--- config.mk ---
export PLATFORM = sky130hd
export DESIGN_NAME = stdp_wb_sched
export DESIGN_NICKNAME = d
export VERILOG_FILES = /design/src/rtl/stdp_wb_sched.sv
export SDC_FILE = /design/constraint.sdc
export NUM_CORES = 1
export LEC_CHECK = 0
export CAP_MARGIN = 40
export CORE_ASPECT_RATIO = 1.5
export CORE_UTILIZATION = 57
export CTS_CLUSTER_SIZE = 12
export DETAILED_ROUTE_END_ITERATION = 10
export PLACE_DENSITY = 0.92
export REMOVE_ABC_BUFFERS = 1
export SYNTH_ARGS = -nofsm -noshare
export SYNTH_HDL_FRONTEND = slang
export SYNTH_SLANG_ARGS = --single-unit
--- constraint.sdc ---
create_clock -name clk -period 20 [get_ports clk]
set_clock_uncertainty 0.1 [all_clocks]
set_input_delay 4 -clock clk [delete_from_list [all_inputs] [get_ports clk]]
set_output_delay 4 -clock clk [all_outputs]
set_load 0.005 [all_outputs]
--- src/rtl/stdp_wb_sched.sv ---
// rtl/stdp_wb_sched.sv - STDP weight write-back sweep: read, update, clamp and write every (f,n) weight.
// Optional STDP_WB_SKIP_EN: columns with no post spike are stepped over without a read or write.
module stdp_wb_sched #(
  parameter int F  = 48,
  parameter int N  = 96,
  parameter int AW = (F*N <= 1) ? 1 : $clog2(F*N)
) (
  input  logic               clk,
  input  logic               rstn,
  input  logic               start,
  input  logic [F-1:0]       pre_bits,
  input  logic [N-1:0]       post_bits,
  input  logic signed [15:0] eta,
  input  logic [7:0]         eta_shift,
  input  logic signed [15:0] wmin,
  input  logic signed [15:0] wmax,
  input  logic               enable_pre,
  input  logic               enable_post,
  output logic               busy,
  output logic               done,
  output logic               w_re,
  output logic [AW-1:0]      w_addr,
  input  logic signed [15:0] w_rdata,
  output logic               w_we,
  output logic signed [15:0] w_wdata,
  output logic [AW:0]        upd_count
);
  localparam int FW = (F <= 1) ? 1 : $clog2(F);
  localparam int NW = (N <= 1) ? 1 : $clog2(N);
  localparam logic [AW-1:0] LAST = AW'(F*N-1);

  typedef enum logic [2:0] {S_IDLE, S_READ, S_CALC, S_WRITE, S_DONE} state_t;

  state_t             r_state;
  logic [F-1:0]       r_pre;
  logic [N-1:0]       r_post;
  logic signed [15:0] r_step, r_wmin, r_wmax, r_rdata;
  logic               r_en_pre, r_en_post;
  logic [FW-1:0]      r_f;
  logic [NW-1:0]      r_n;

  logic [NW-1:0]      w_n_next;
  logic [FW-1:0]      w_f_next;
  logic               w_skip, w_adv, w_ltp, w_ltd;
  logic signed [17:0] w_step18, w_sum, w_min18, w_max18;
  logic signed [15:0] w_new;

  always_comb begin
    w_n_next = (r_n == NW'(N-1)) ? '0 : r_n + 1'b1;
    w_f_next = (r_n == NW'(N-1)) ? r_f + 1'b1 : r_f;
`ifdef STDP_WB_SKIP_EN
    w_skip   = (r_state == S_READ) && !r_post[r_n];
`else
    w_skip   = 1'b0;
`endif
    w_adv    = (r_state == S_WRITE) || w_skip;
    w_ltp    = r_pre[r_f] & r_post[r_n] & r_en_pre;
    w_ltd    = !r_pre[r_f] & r_post[r_n] & r_en_post;
    w_step18 = {{2{r_step[15]}}, r_step};
    w_min18  = {{2{r_wmin[15]}}, r_wmin};
    w_max18  = {{2{r_wmax[15]}}, r_wmax};
    // 18 bits hold w +/- step without wrap, even for step = -32768
    w_sum    = {{2{w_rdata[15]}}, w_rdata} + (w_ltp ? w_step18 : (w_ltd ? -w_step18 : 18'sd0));
    if (r_wmin > r_wmax)      w_new = r_wmin;
    else if (w_sum < w_min18) w_new = r_wmin;
    else if (w_sum > w_max18) w_new = r_wmax;
    else                      w_new = w_sum[15:0];
  end

  always_ff @(posedge clk) begin
    if (!rstn) begin
      r_state   <= S_IDLE;
      busy      <= 1'b0;
      done      <= 1'b0;
      w_re      <= 1'b0;
      w_we      <= 1'b0;
      w_addr    <= '0;
      w_wdata   <= '0;
      upd_count <= '0;
      r_f       <= '0;
      r_n       <= '0;
    end else begin
      done <= 1'b0;
      w_re <= 1'b0;
      w_we <= 1'b0;
      case (r_state)
        S_IDLE: if (start) begin
          r_pre     <= pre_bits;
          r_post    <= post_bits;
          r_wmin    <= wmin;
          r_wmax    <= wmax;
          r_en_pre  <= enable_pre;
          r_en_post <= enable_post;
          if (eta_shift >= 8'd16) r_step <= eta[15] ? -16'sd1 : 16'sd0;
          else                    r_step <= eta >>> eta_shift[3:0];
          w_addr    <= '0;
          r_f       <= '0;
          r_n       <= '0;
          upd_count <= '0;
          busy      <= 1'b1;
          r_state   <= S_READ;
`ifdef STDP_WB_SKIP_EN
          w_re      <= post_bits[0];
`else
          w_re      <= 1'b1;
`endif
        end
        S_READ:  if (!w_skip) r_state <= S_CALC;
        S_CALC: begin
          r_rdata <= w_rdata;
          w_wdata <= w_new;
          w_we    <= 1'b1;
          r_state <= S_WRITE;
        end
        S_WRITE: if (w_wdata != r_rdata) upd_count <= upd_count + 1'b1;
        S_DONE:  r_state <= S_IDLE;
        default: r_state <= S_IDLE;
      endcase
      // w_re is registered, so the read strobe for the next address is decided here
      if (w_adv) begin
        if (w_addr == LAST) begin
          r_state <= S_DONE;
          busy    <= 1'b0;
          done    <= 1'b1;
        end else begin
          w_addr  <= w_addr + 1'b1;
          r_n     <= w_n_next;
          r_f     <= w_f_next;
          r_state <= S_READ;
`ifdef STDP_WB_SKIP_EN
          w_re    <= r_post[w_n_next];
`else
          w_re    <= 1'b1;
`endif
        end
      end
    end
  end
endmodule

==> results of run 1 <==
-- final timing paths --
path	to	cells past startpoint
worst max-delay path	w_wdata[4]	19
worst min-delay path	r_state[1]	1
worst max register to register	w_wdata[4]	24
worst min register to register	r_state[1]	1
-- stage by stage --
step / instance area [µm²] / total power (W) / std cells / utilization / setup slack, ns
after floorplan: 13600 / 0.000789 / 1088 / - / 10.44
after global placement: 16800 / 0.000874 / 1681 / 0.704 / 10.77
after detailed placement: 16800 / 0.000889 / 1685 / 0.707 / 11.00
after CTS: 17600 / 0.00135 / 1735 / 0.740 / 11.51
after global routing: 17700 / 0.00140 / 1736 / 0.741 / 11.24
final: 17700 / 0.00135 / 1736 / 0.741 / 11.46
-- logic make-up (layout without fill, tap and decap cells) --
logic type,after synthesis,after routing,share of synthesized area
AND/OR/NAND/NOR,297,297,0.107
flip-flops,273,273,0.546
AO/OA/AOI/OAI,238,238,0.105
multiplexers,103,103,0.112
buffers and inverters,101,379,0.0295
adder cells (fa/ha/maj),74,74,0.0673
XOR/XNOR,53,53,0.0335
-- synthesized netlist by cell type, types with 5 or more instances --
| cell | count |
|---|---|
| sky130_fd_sc_hd__a21boi_0 | 6 |
| sky130_fd_sc_hd__nor2_1 | 87 |
| sky130_fd_sc_hd__o211ai_1 | 6 |
| sky130_fd_sc_hd__a211oi_1 | 11 |
| sky130_fd_sc_hd__and3_1 | 15 |
| sky130_fd_sc_hd__a31oi_1 | 10 |
| sky130_fd_sc_hd__clkbuf_1 | 36 |
| sky130_fd_sc_hd__nand3_1 | 30 |
| sky130_fd_sc_hd__nor3_1 | 13 |
| sky130_fd_sc_hd__edfxtp_1 | 210 |
| sky130_fd_sc_hd__nand3b_1 | 6 |
| sky130_fd_sc_hd__nor2b_1 | 16 |
| sky130_fd_sc_hd__nand4_1 | 17 |
| sky130_fd_sc_hd__mux4_2 | 40 |
| sky130_fd_sc_hd__or3_1 | 7 |
| sky130_fd_sc_hd__inv_1 | 48 |
| sky130_fd_sc_hd__a22oi_1 | 10 |
| sky130_fd_sc_hd__a21o_1 | 14 |
| sky130_fd_sc_hd__a21oi_1 | 64 |
| sky130_fd_sc_hd__and2_1 | 16 |
| sky130_fd_sc_hd__xor2_1 | 11 |
| sky130_fd_sc_hd__buf_2 | 6 |
| sky130_fd_sc_hd__mux2i_1 | 43 |
| sky130_fd_sc_hd__mux2_2 | 20 |
| sky130_fd_sc_hd__nand2_1 | 60 |
| sky130_fd_sc_hd__o21ai_0 | 78 |
| sky130_fd_sc_hd__nor4_1 | 8 |
| sky130_fd_sc_hd__ha_1 | 73 |
| sky130_fd_sc_hd__buf_1 | 5 |
| sky130_fd_sc_hd__nor3b_1 | 6 |
| sky130_fd_sc_hd__xnor2_1 | 42 |
| sky130_fd_sc_hd__dfxtp_1 | 63 |
-- critical path: stages --
cell and delay [ns]:
sky130_fd_sc_hd__clkdlybuf4s50_1 0.42, sky130_fd_sc_hd__ha_1 0.25, sky130_fd_sc_hd__fa_1 0.43, sky130_fd_sc_hd__a211oi_1 0.37, sky130_fd_sc_hd__o21a_1 0.23, sky130_fd_sc_hd__o31ai_1 0.11
sky130_fd_sc_hd__o41ai_1 0.54, sky130_fd_sc_hd__o21bai_1 0.11, sky130_fd_sc_hd__a21oi_1 0.19, sky130_fd_sc_hd__xnor2_1 0.17, sky130_fd_sc_hd__ha_1 0.28, sky130_fd_sc_hd__nand4_1 0.13
sky130_fd_sc_hd__nor4_1 0.09, sky130_fd_sc_hd__a221o_1 0.33, sky130_fd_sc_hd__o21ai_2 0.36, sky130_fd_sc_hd__buf_8 0.22, sky130_fd_sc_hd__mux2_2 0.34, sky130_fd_sc_hd__mux2i_1 0.16
sky130_fd_sc_hd__o21ai_0 0.11
-- layout make-up --
type / count / area [µm²]
flip-flops and latches: 273 / 7570
fillers: 1523 / 6160
multi-input cells: 765 / 5900
repair buffers: 279 / 2820
clock buffers: 45 / 753
well taps: 319 / 399
inverters: 50 / 188
clock inverters: 5 / 37.5
-- sequential cells by signal, summed over array words and instances (netlist names) --
signal and flops:
busy 1, done 1, r_en_post 1, r_en_pre 1, r_f 6, r_n 7
r_post 96, r_pre 48, r_rdata 16, r_state 3, r_step 16, r_wmax 16
r_wmin 16, upd_count 14, w_addr 13, w_re 1, w_wdata 16, w_we 1
-- routing by layer --
layer	up-vias	share of wire	GRT usage
li1	4821	-	-
met1	4999	0.35	0.305
met2	494	0.54	0.547
met3	122	0.062	0.0483
met4	2	0.047	0.137
met5	-	0.00031	0
-- report_power, final --
| part | internal [W] | switching (W) |
|---|---|---|
| clock network | 0.000257 | 0.000209 |
| registers | 0.000644 | 0.0000155 |
| logic | 0.000112 | 0.000109 |
==> flow_summary.json, run 1 <==
{
  "critPathRequiredTime_ns": 20.29,
  "worstReg2RegStart": "r_n[2]",
  "holdWs_ns": 0.381,
  "rows": 69,
  "place.gp.congestion": 0.903,
  "postSynthCellCount": 1139,
  "synth.distinct_cells": 66,
  "global_route.overflow_total": 0,
  "htreeDepth": 1,
  "initial_core_util": 0.582,
  "cts_num_sinks": 273,
  "async_reset_ff_frac": 0,
  "num-nets-final": 1691,
  "port_buffers": 267,
  "timing_worst_setup_path_type": "input port to flip-flop",
  "via_count_of_the_first_global_routing_pass": 10700,
  "quantity_of_hold_fixing_buffers_added_after_cts": 0,
  "synth_area_leaders": "sky130_fd_sc_hd__edfxtp_1, sky130_fd_sc_hd__dfxtp_1, sky130_fd_sc_hd__ha_1",
  "worst_hold_path_type": "flip-flop to flip-flop",
  "layout_worst_path_cycle_share": 0.427,
  "ys_seq_elements": 273,
  "synth.yosys.seq_area_share": 0.546,
  "worstPathArrival_ns": 8.84,
  "cts-root-buf": "sky130_fd_sc_hd__clkbuf_16",
  "drt_pass1_iterations": 7,
  "drt_iter0_markers": 745,
  "synthDominantCellAreaShare": 0.455,
  "cts_made_buffers": 27,
  "avg_inst_size_synth_um2": 12.2,
  "r2r_setup_slack_ns": 12.28,
  "io-pin-count": 268,
  "number_of_violations_of_the_max_capacitance_limit": 0,
  "cts-resized-gates": 0,
  "end_kind": "flip-flop",
  "detail_route.vias_per_cell": 6.01,
  "fmaxAchievable_mhz": 117,
  "routed_wirelength_um": 35500,
  "cts_buffer_depth": 3,
  "report.final.slew_viol_count": 0,
  "design.core.area_um2": 23800,
  "layout-drive-gt1-share": 0.0805,
  "grt_setup_unrepaired": "no",
  "power_per_cell_area_nw_per_um2": 76.2,
  "layout_commonest_cell": "sky130_fd_sc_hd__clkdlybuf4s50_1",
  "buffers_inserted_during_post_cts_setup_optimization": 0,
  "remaining_drc_errors": 0,
  "critPathLaunch": "w_rdata[0]",
  "type_of_element_launching_the_critical_path": "input port",
  "crit_path_max_fanout": 13,
  "grtUsageTotal": 0.288,
  "area_delta_synth_final_pct": 27.4,
  "synth-warning-count": 0,
  "antenna_found_initial": 1,
  "hp-start": "r_state[2]",
  "chipHeight_um": 193,
  "cts_tree": "yes",
  "routed_wire_length_per_instance_um": 20.5,
  "insertedDiodeCount": 0,
  "synth_edf_count": 210,
  "run_status": "finished clean",
  "leakage_component_of_the_power_nw": 6.35,
  "num_vias": 10400,
  "die_area_um2": 25000,
  "timing.slew.headroom": 0.434,
  "synth.cell_area_um2": 13900,
  "grt_max_degree": 81,
  "drtAntennaViolNets": 0,
  "final_cell_mix": "sky130_fd_sc_hd__clkdlybuf4s50_1, sky130_fd_sc_hd__edfxtp_1, sky130_fd_sc_hd__nor2_1",
  "netlist.top_cell.by_area": "sky130_fd_sc_hd__edfxtp_1",
  "timing.final.setup_violations": 0,
  "floorplan.die.width_um": 129,
  "clk_pin_slew_ns": 0.06,
  "timing.final.hold_violations": 0,
  "global_route_wire_length_before_repair_um": 54400,
  "peakVddDrop_mv": 0.0857,
  "transition_at_the_pin_with_the_smallest_max_transition_slack_ns": 0.837,
  "synthFlopType": "sky130_fd_sc_hd__edfxtp_1",
  "worstSkewPairLatency_ns": 0.55,
  "setup_tns_ns": 0,
  "dp.final_hpwl_um": 26800,
  "finalCriticalPeriod_ns": 8.54
}
No activity file was read; power rests on OpenSTA's default activity.
==> run 2: changes to the inputs <==
Settings changed: CORE_UTILIZATION 57 to 48, PLACE_DENSITY 0.92 to 0.83.
Clock period 20 ns to 7 ns, I/O delays scaled along.
==> run 2 against run 1 <==
Net effect: final cell count rose by 2.2%; combinational power rose to 2.8 times the previous value; highest routed layer is now met4; clock power rose to 3.0 times the previous value; critical path type is now flip-flop to flip-flop; die area rose by 18%; critical endpoint is now w_wdata[10]; global-route usage fell by 5.9 points; hold slack got worse by 0.012 ns; first-iteration DRC count fell by 25%; core utilization fell by 11 points.
==> flow_summary.json, run 2 (synthesis results as in run 1) <==
{
  "grt_max_degree": 144,
  "drtAntennaViolNets": 0,
  "power_report.internal_total_w": 0.00297,
  "cts_buffer_depth": 3,
  "num_vias": 10100,
  "instances_no_fill": 1774,
  "path_delay_family": "compound AO/OA/AOI/OAI gates",
  "cts-root-buf": "sky130_fd_sc_hd__clkbuf_16",
  "reg.largest.list": "r_post (96), r_pre (48)",
  "num-nets-final": 1701,
  "floorplan.die.width_um": 141,
  "p_switching_w": 0.000954,
  "drt_iter0_markers": 556,
  "timing_worst_setup_path_type": "flip-flop to flip-flop",
  "remaining_drc_errors": 0,
  "dp.final_hpwl_um": 25500,
  "power_per_cell_area_nw_per_um2": 220,
  "port_buffers": 267,
  "initial_core_util": 0.493,
  "cts_num_sinks": 273,
  "power.clock.fraction": 0.361,
  "insertedDiodeCount": 0,
  "timing.final.hold_violations": 0,
  "hp-start": "r_state[2]",
  "grtUsageTotal": 0.229,
  "area_delta_synth_final_pct": 28.6,
  "dpl.cell_count": 1720,
  "die_area_um2": 29600,
  "worst_path_largest_cell_delay_ns": 0.53,
  "cp_common_cell": "sky130_fd_sc_hd__buf_4",
  "cts_tree": "yes",
  "cts_made_buffers": 28,
  "netSwitchingFraction": 0.243,
  "run_status": "finished clean",
  "via_count_of_the_first_global_routing_pass": 10400,
  "routed_wire_length_per_instance_um": 18.9,
  "report.final.slew_viol_count": 0,
  "placed_area_um2": 16900,
  "peakVddDrop_mv": 0.228,
  "clk_pin_slew_ns": 0.06,
  "hold_critical_path_depth": 1,
  "htreeDepth": 1,
  "layout_worst_path_cycle_share": 0.957,
  "transition_at_the_pin_with_the_smallest_max_transition_slack_ns": 0.819,
  "routed_wirelength_um": 33600,
  "finalCriticalPeriod_ns": 6.70,
  "timing.final.setup_violations": 0,
  "timing.slew.headroom": 0.452,
  "crit_path_max_fanout": 13,
  "drt_pass1_iterations": 5,
  "largest_register_ff_count": 96,
  "worst_hold_path_type": "flip-flop to flip-flop",
  "chipHeight_um": 210,
  "worstPathArrival_ns": 7.00,
  "leakage_component_of_the_power_nw": 6.44,
  "rows": 75,
  "regMostFlops": "r_post",
  "type_of_element_launching_the_critical_path": "flip-flop",
  "design.core.area_um2": 28200,
  "fmaxAchievable_mhz": 149,
  "timing.rr.end": "w_wdata[10]",
  "setup_tns_ns": 0,
  "end_kind": "flip-flop",
  "worstSkewPairLatency_ns": 0.58,
  "timing.critical_path.slowest_stage_cell": "sky130_fd_sc_hd__mux4_2",
  "place.gp.congestion": 0.901,
  "number_of_violations_of_the_max_capacitance_limit": 0,
  "worst_reg2reg_path_depth": 25,
  "worstReg2RegStart": "r_n[0]",
  "io-pin-count": 268,
  "final_area_um2": 17800,
  "holdWs_ns": 0.369,
  "detail_route.vias_per_cell": 5.72,
  "layout_commonest_cell": "sky130_fd_sc_hd__clkdlybuf4s50_1",
  "critPathRequiredTime_ns": 7.30,
  "power_w": 0.00392,
  "comb_power_share": 0.158,
  "sequentialPowerShare": 0.482,
  "fillCellCount": 2137,
  "worstPathBufferInverterCount": 3,
  "layout-drive-gt1-share": 0.0945,
  "final_cell_mix": "sky130_fd_sc_hd__clkdlybuf4s50_1, sky130_fd_sc_hd__edfxtp_1, sky130_fd_sc_hd__nor2_1",
  "r2r_setup_slack_ns": 0.30,
  "antenna_found_initial": 0,
  "hold_end": "r_state[1]",
  "global_route_wire_length_before_repair_um": 53100,
  "global_route.overflow_total": 0
}
==> run 2: how the worst max path moves through the flow <==
stage,startpoint,endpoint,cells past startpoint
4_1_cts,r_n[0],w_wdata[7],25
3_3_place_gp,r_n[0],w_wdata[11],26
2_1_floorplan,r_n[0],w_wdata[0],23
3_5_place_dp,r_n[0],w_wdata[7],26
5_1_grt,r_n[0],w_wdata[12],25
6_report,r_n[0],w_wdata[10],25
==> run 2: final cells by class <==
| type | instances | area [µm²] | area share |
|---|---|---|---|
| Multi-Input combinational cell | 765 | 5930 | 0.333 |
| Tap cell | 346 | 433 | 0.0243 |
| Sequential cell | 273 | 7570 | 0.424 |
| Clock buffer | 46 | 790 | 0.0443 |
| Timing Repair Buffer | 288 | 2840 | 0.159 |
| Inverter | 50 | 188 | 0.0105 |
| Clock inverter | 6 | 80.1 | 0.00449 |
==> run 2: repair_timing <==
action / CTS / global route
endpoints found under the setup margin: 11 / 16
setup buffers: 0 / 2
hold buffers: 0 / 0
gates resized for setup: 2 / 9
pin swaps: 0 / 3
endpoints found under the hold margin: 0 / 0
==> run 2: metrics by stage <==
step,setup WS [ns],utilization
final,0.300,0.634
after global routing,-0.0494,0.634
after CTS,0.127,0.632
after detailed placement,0.0412,0.601
after global placement,0.242,0.600
after floorplan,-1.31,-
==> run 2: routing by layer <==
metal  up-vias  wire [µm]  global-route usage
met5         -          0                   0
met4         0       1280              0.0997
met3        80       1790              0.0363
met2       327      17700               0.419
met1      4896      12800               0.264
li1       4839          -                   -
==> run 2: power groups by stage <==
stage	sequential (W)	combinational, W	clock, W
after floorplan	0.00192	0.000335	0
after global placement	0.00192	0.000590	0
final	0.00189	0.000618	0.00141
after global routing	0.00189	0.000674	0.00151
after CTS	0.00189	0.000612	0.00144
after detailed placement	0.00192	0.000608	0
==> run 3: changes to the inputs <==
Settings changed: CELL_PAD_IN_SITES_DETAIL_PLACEMENT set to 0, CELL_PAD_IN_SITES_GLOBAL_PLACEMENT set to 1, CORE_UTILIZATION 48 to 38, PLACE_DENSITY 0.83 to 0.82.
==> run 3 against run 2 <==
Net effect: core utilization shrank 13 points; count of clock-buffer cells in the layout shrank 1; power shrank 0.70%; non-clock buffer count grew 3; routed wire length grew 7.4%; clock power is essentially flat; flip-flop and latch count is the same; combinational power grew 1%; largest power group unchanged; setup slack gained 0.068 ns; hold slack gained 0.0075 ns; via count shrank 0.73%.
==> flow_summary.json, run 3 (synthesis results as in run 1) <==
{
  "num_vias": 10100,
  "area_delta_synth_final_pct": 30.1,
  "grt_max_degree": 136,
  "global_route_wire_length_before_repair_um": 55100,
  "end_kind": "flip-flop",
  "power_per_cell_area_nw_per_um2": 216,
  "rows": 85,
  "layout-drive-gt1-share": 0.0985,
  "cts-root-buf": "sky130_fd_sc_hd__clkbuf_16",
  "layout_setup_ws_ns": 0.368,
  "remaining_drc_errors": 0,
  "fmaxAchievable_mhz": 151,
  "timing.final.hold_violations": 0,
  "comb_power_share": 0.161,
  "report.final.slew_viol_count": 0,
  "r2r_setup_slack_ns": 0.37,
  "type_of_element_launching_the_critical_path": "flip-flop",
  "htreeDepth": 1,
  "grtUsageTotal": 0.194,
  "reg.largest.list": "r_post (96), r_pre (48)",
  "largest_register_ff_count": 96,
  "io-pin-count": 268,
  "holdWs_ns": 0.377,
  "place_ws_ns": -0.0569,
  "drt_pass1_iterations": 5,
  "multi_input_comb_area_um2": 5960,
  "via_count_of_the_first_global_routing_pass": 10200,
  "worstSkewPairLatency_ns": 0.60,
  "cts_buffer_depth": 3,
  "final_cell_mix": "sky130_fd_sc_hd__clkdlybuf4s50_1, sky130_fd_sc_hd__edfxtp_1, sky130_fd_sc_hd__nor2_1",
  "port_buffers": 267,
  "fillCellCount": 3214,
  "routed_wirelength_um": 36100,
  "regMostFlops": "r_post",
  "power.clock.fraction": 0.354,
  "peakVddDrop_mv": 0.147,
  "drtAntennaViolNets": 0,
  "power_report.internal_total_w": 0.00292,
  "critPathRequiredTime_ns": 7.31,
  "worst_hold_path_type": "flip-flop to flip-flop",
  "place.gp.congestion": 0.873,
  "transition_at_the_pin_with_the_smallest_max_transition_slack_ns": 0.834,
  "timing.slew.headroom": 0.436,
  "worstPathArrival_ns": 6.94,
  "cts_made_buffers": 28,
  "routed_wire_length_per_instance_um": 18.8,
  "sequentialPowerShare": 0.485,
  "initial_core_util": 0.386,
  "power_w": 0.00389,
  "timing.final.setup_violations": 0,
  "p_switching_w": 0.000973,
  "floorplan.die.width_um": 158,
  "layout_worst_path_cycle_share": 0.947,
  "dp.final_hpwl_um": 27700,
  "chipHeight_um": 236,
  "layout_commonest_cell": "sky130_fd_sc_hd__clkdlybuf4s50_1",
  "antenna_found_initial": 10,
  "leakage_component_of_the_power_nw": 6.44,
  "crit_path_max_fanout": 18,
  "clk_pin_slew_ns": 0.06,
  "run_status": "finished clean",
  "timing_worst_setup_path_type": "flip-flop to flip-flop",
  "quantity_of_hold_fixing_buffers_added_after_cts": 0,
  "detail_route.vias_per_cell": 5.25,
  "cts_tree": "yes",
  "drt_iter0_markers": 604,
  "seqCellArea_um2": 7570,
  "die_area_um2": 37300,
  "finalCriticalPeriod_ns": 6.63,
  "design.core.area_um2": 35900,
  "cts_num_sinks": 273,
  "netSwitchingFraction": 0.250,
  "number_of_violations_of_the_max_capacitance_limit": 0,
  "num-nets-final": 1704,
  "grt_setup_unrepaired": "no",
  "global_route.overflow_total": 0
}
==> run 3: cell count changes in the layout (fill, tap and decap cells not counted), moves of 2 or more <==
cell / change
sky130_fd_sc_hd__diode_2: +9
sky130_fd_sc_hd__dfxtp_2: +2
sky130_fd_sc_hd__clkinv_1: +2
sky130_fd_sc_hd__buf_4: +3
sky130_fd_sc_hd__dfxtp_1: -2
==> run 3: power by group through the flow <==
stage | Combinational [W] | Sequential (W) | Clock, W
2_1_floorplan | 0.000335 | 0.00192 | 0
3_3_place_gp | 0.000604 | 0.00192 | 0
3_5_place_dp | 0.000618 | 0.00192 | 0
4_1_cts | 0.000622 | 0.00189 | 0.00142
5_1_grt | 0.000689 | 0.00189 | 0.00148
6_report | 0.000626 | 0.00189 | 0.00138
==> run 3: repair_timing <==
| action | CTS | global route |
|---|---|---|
| resized for setup | 4 | 12 |
| pin swaps | 0 | 2 |
| buffers inserted | 0 | 2 |
| setup endpoints to repair | 13 | 16 |
==> run 3: final cells by class <==
cell class,count,area share
sequential,273,0.420
multi-input combinational,765,0.330
clock buffer,45,0.0429
clock inverter,7,0.00333
tap,478,0.0331
antenna,9,0.00125
timing repair buffer,291,0.159
inverter,50,0.0104
==> run 3: critical path, stage by stage, from the launching register on <==
cell and delay [ns]:
sky130_fd_sc_hd__dfxtp_4 0.48, sky130_fd_sc_hd__mux4_2 0.53, sky130_fd_sc_hd__mux4_2 0.49, sky130_fd_sc_hd__mux2i_1 0.17, sky130_fd_sc_hd__nor3b_1 0.12, sky130_fd_sc_hd__o31a_1 0.41
sky130_fd_sc_hd__or3_1 0.38, sky130_fd_sc_hd__a21oi_1 0.22, sky130_fd_sc_hd__ha_1 0.29, sky130_fd_sc_hd__o21ai_0 0.18, sky130_fd_sc_hd__o21a_1 0.22, sky130_fd_sc_hd__o311ai_0 0.43
sky130_fd_sc_hd__a21oi_1 0.15, sky130_fd_sc_hd__xnor2_1 0.39, sky130_fd_sc_hd__ha_1 0.33, sky130_fd_sc_hd__nand4_1 0.15, sky130_fd_sc_hd__nor4_2 0.08, sky130_fd_sc_hd__a221o_1 0.32
sky130_fd_sc_hd__o21ai_1 0.15, sky130_fd_sc_hd__buf_6 0.23, sky130_fd_sc_hd__mux2_2 0.35, sky130_fd_sc_hd__mux2i_1 0.16, sky130_fd_sc_hd__o21ai_0 0.09
==> run 3: worst paths after layout <==
path              startpoint    endpoint  cells past startpoint
hold / removal    r_state[2]  r_state[1]                      1
hold reg to reg   r_state[2]  r_state[1]                      1
setup reg to reg      r_n[0]  w_wdata[0]                     22
setup / recovery      r_n[0]  w_wdata[0]                     22
==> run 3: per-stage QoR <==
stage / instances / utilization / cell area, µm² / TNS (ns)
2_1_floorplan: 1088 / - / 13600 / -20.05
3_3_place_gp: 1854 / 0.476 / 17100 / 0
3_5_place_dp: 1855 / 0.476 / 17100 / -0.309
4_1_cts: 1907 / 0.500 / 18000 / 0
5_1_grt: 1918 / 0.502 / 18000 / 0
6_report: 1918 / 0.502 / 18000 / 0
==> run 3: metal layers <==
| layer | track usage | share of wire | vias up |
|---|---|---|---|
| met5 | 0 | 0.00028 | - |
| met4 | 0.101 | 0.048 | 2 |
| met3 | 0.0241 | 0.043 | 89 |
| met2 | 0.360 | 0.53 | 287 |
| met1 | 0.211 | 0.37 | 4838 |
| li1 | - | - | 4852 |
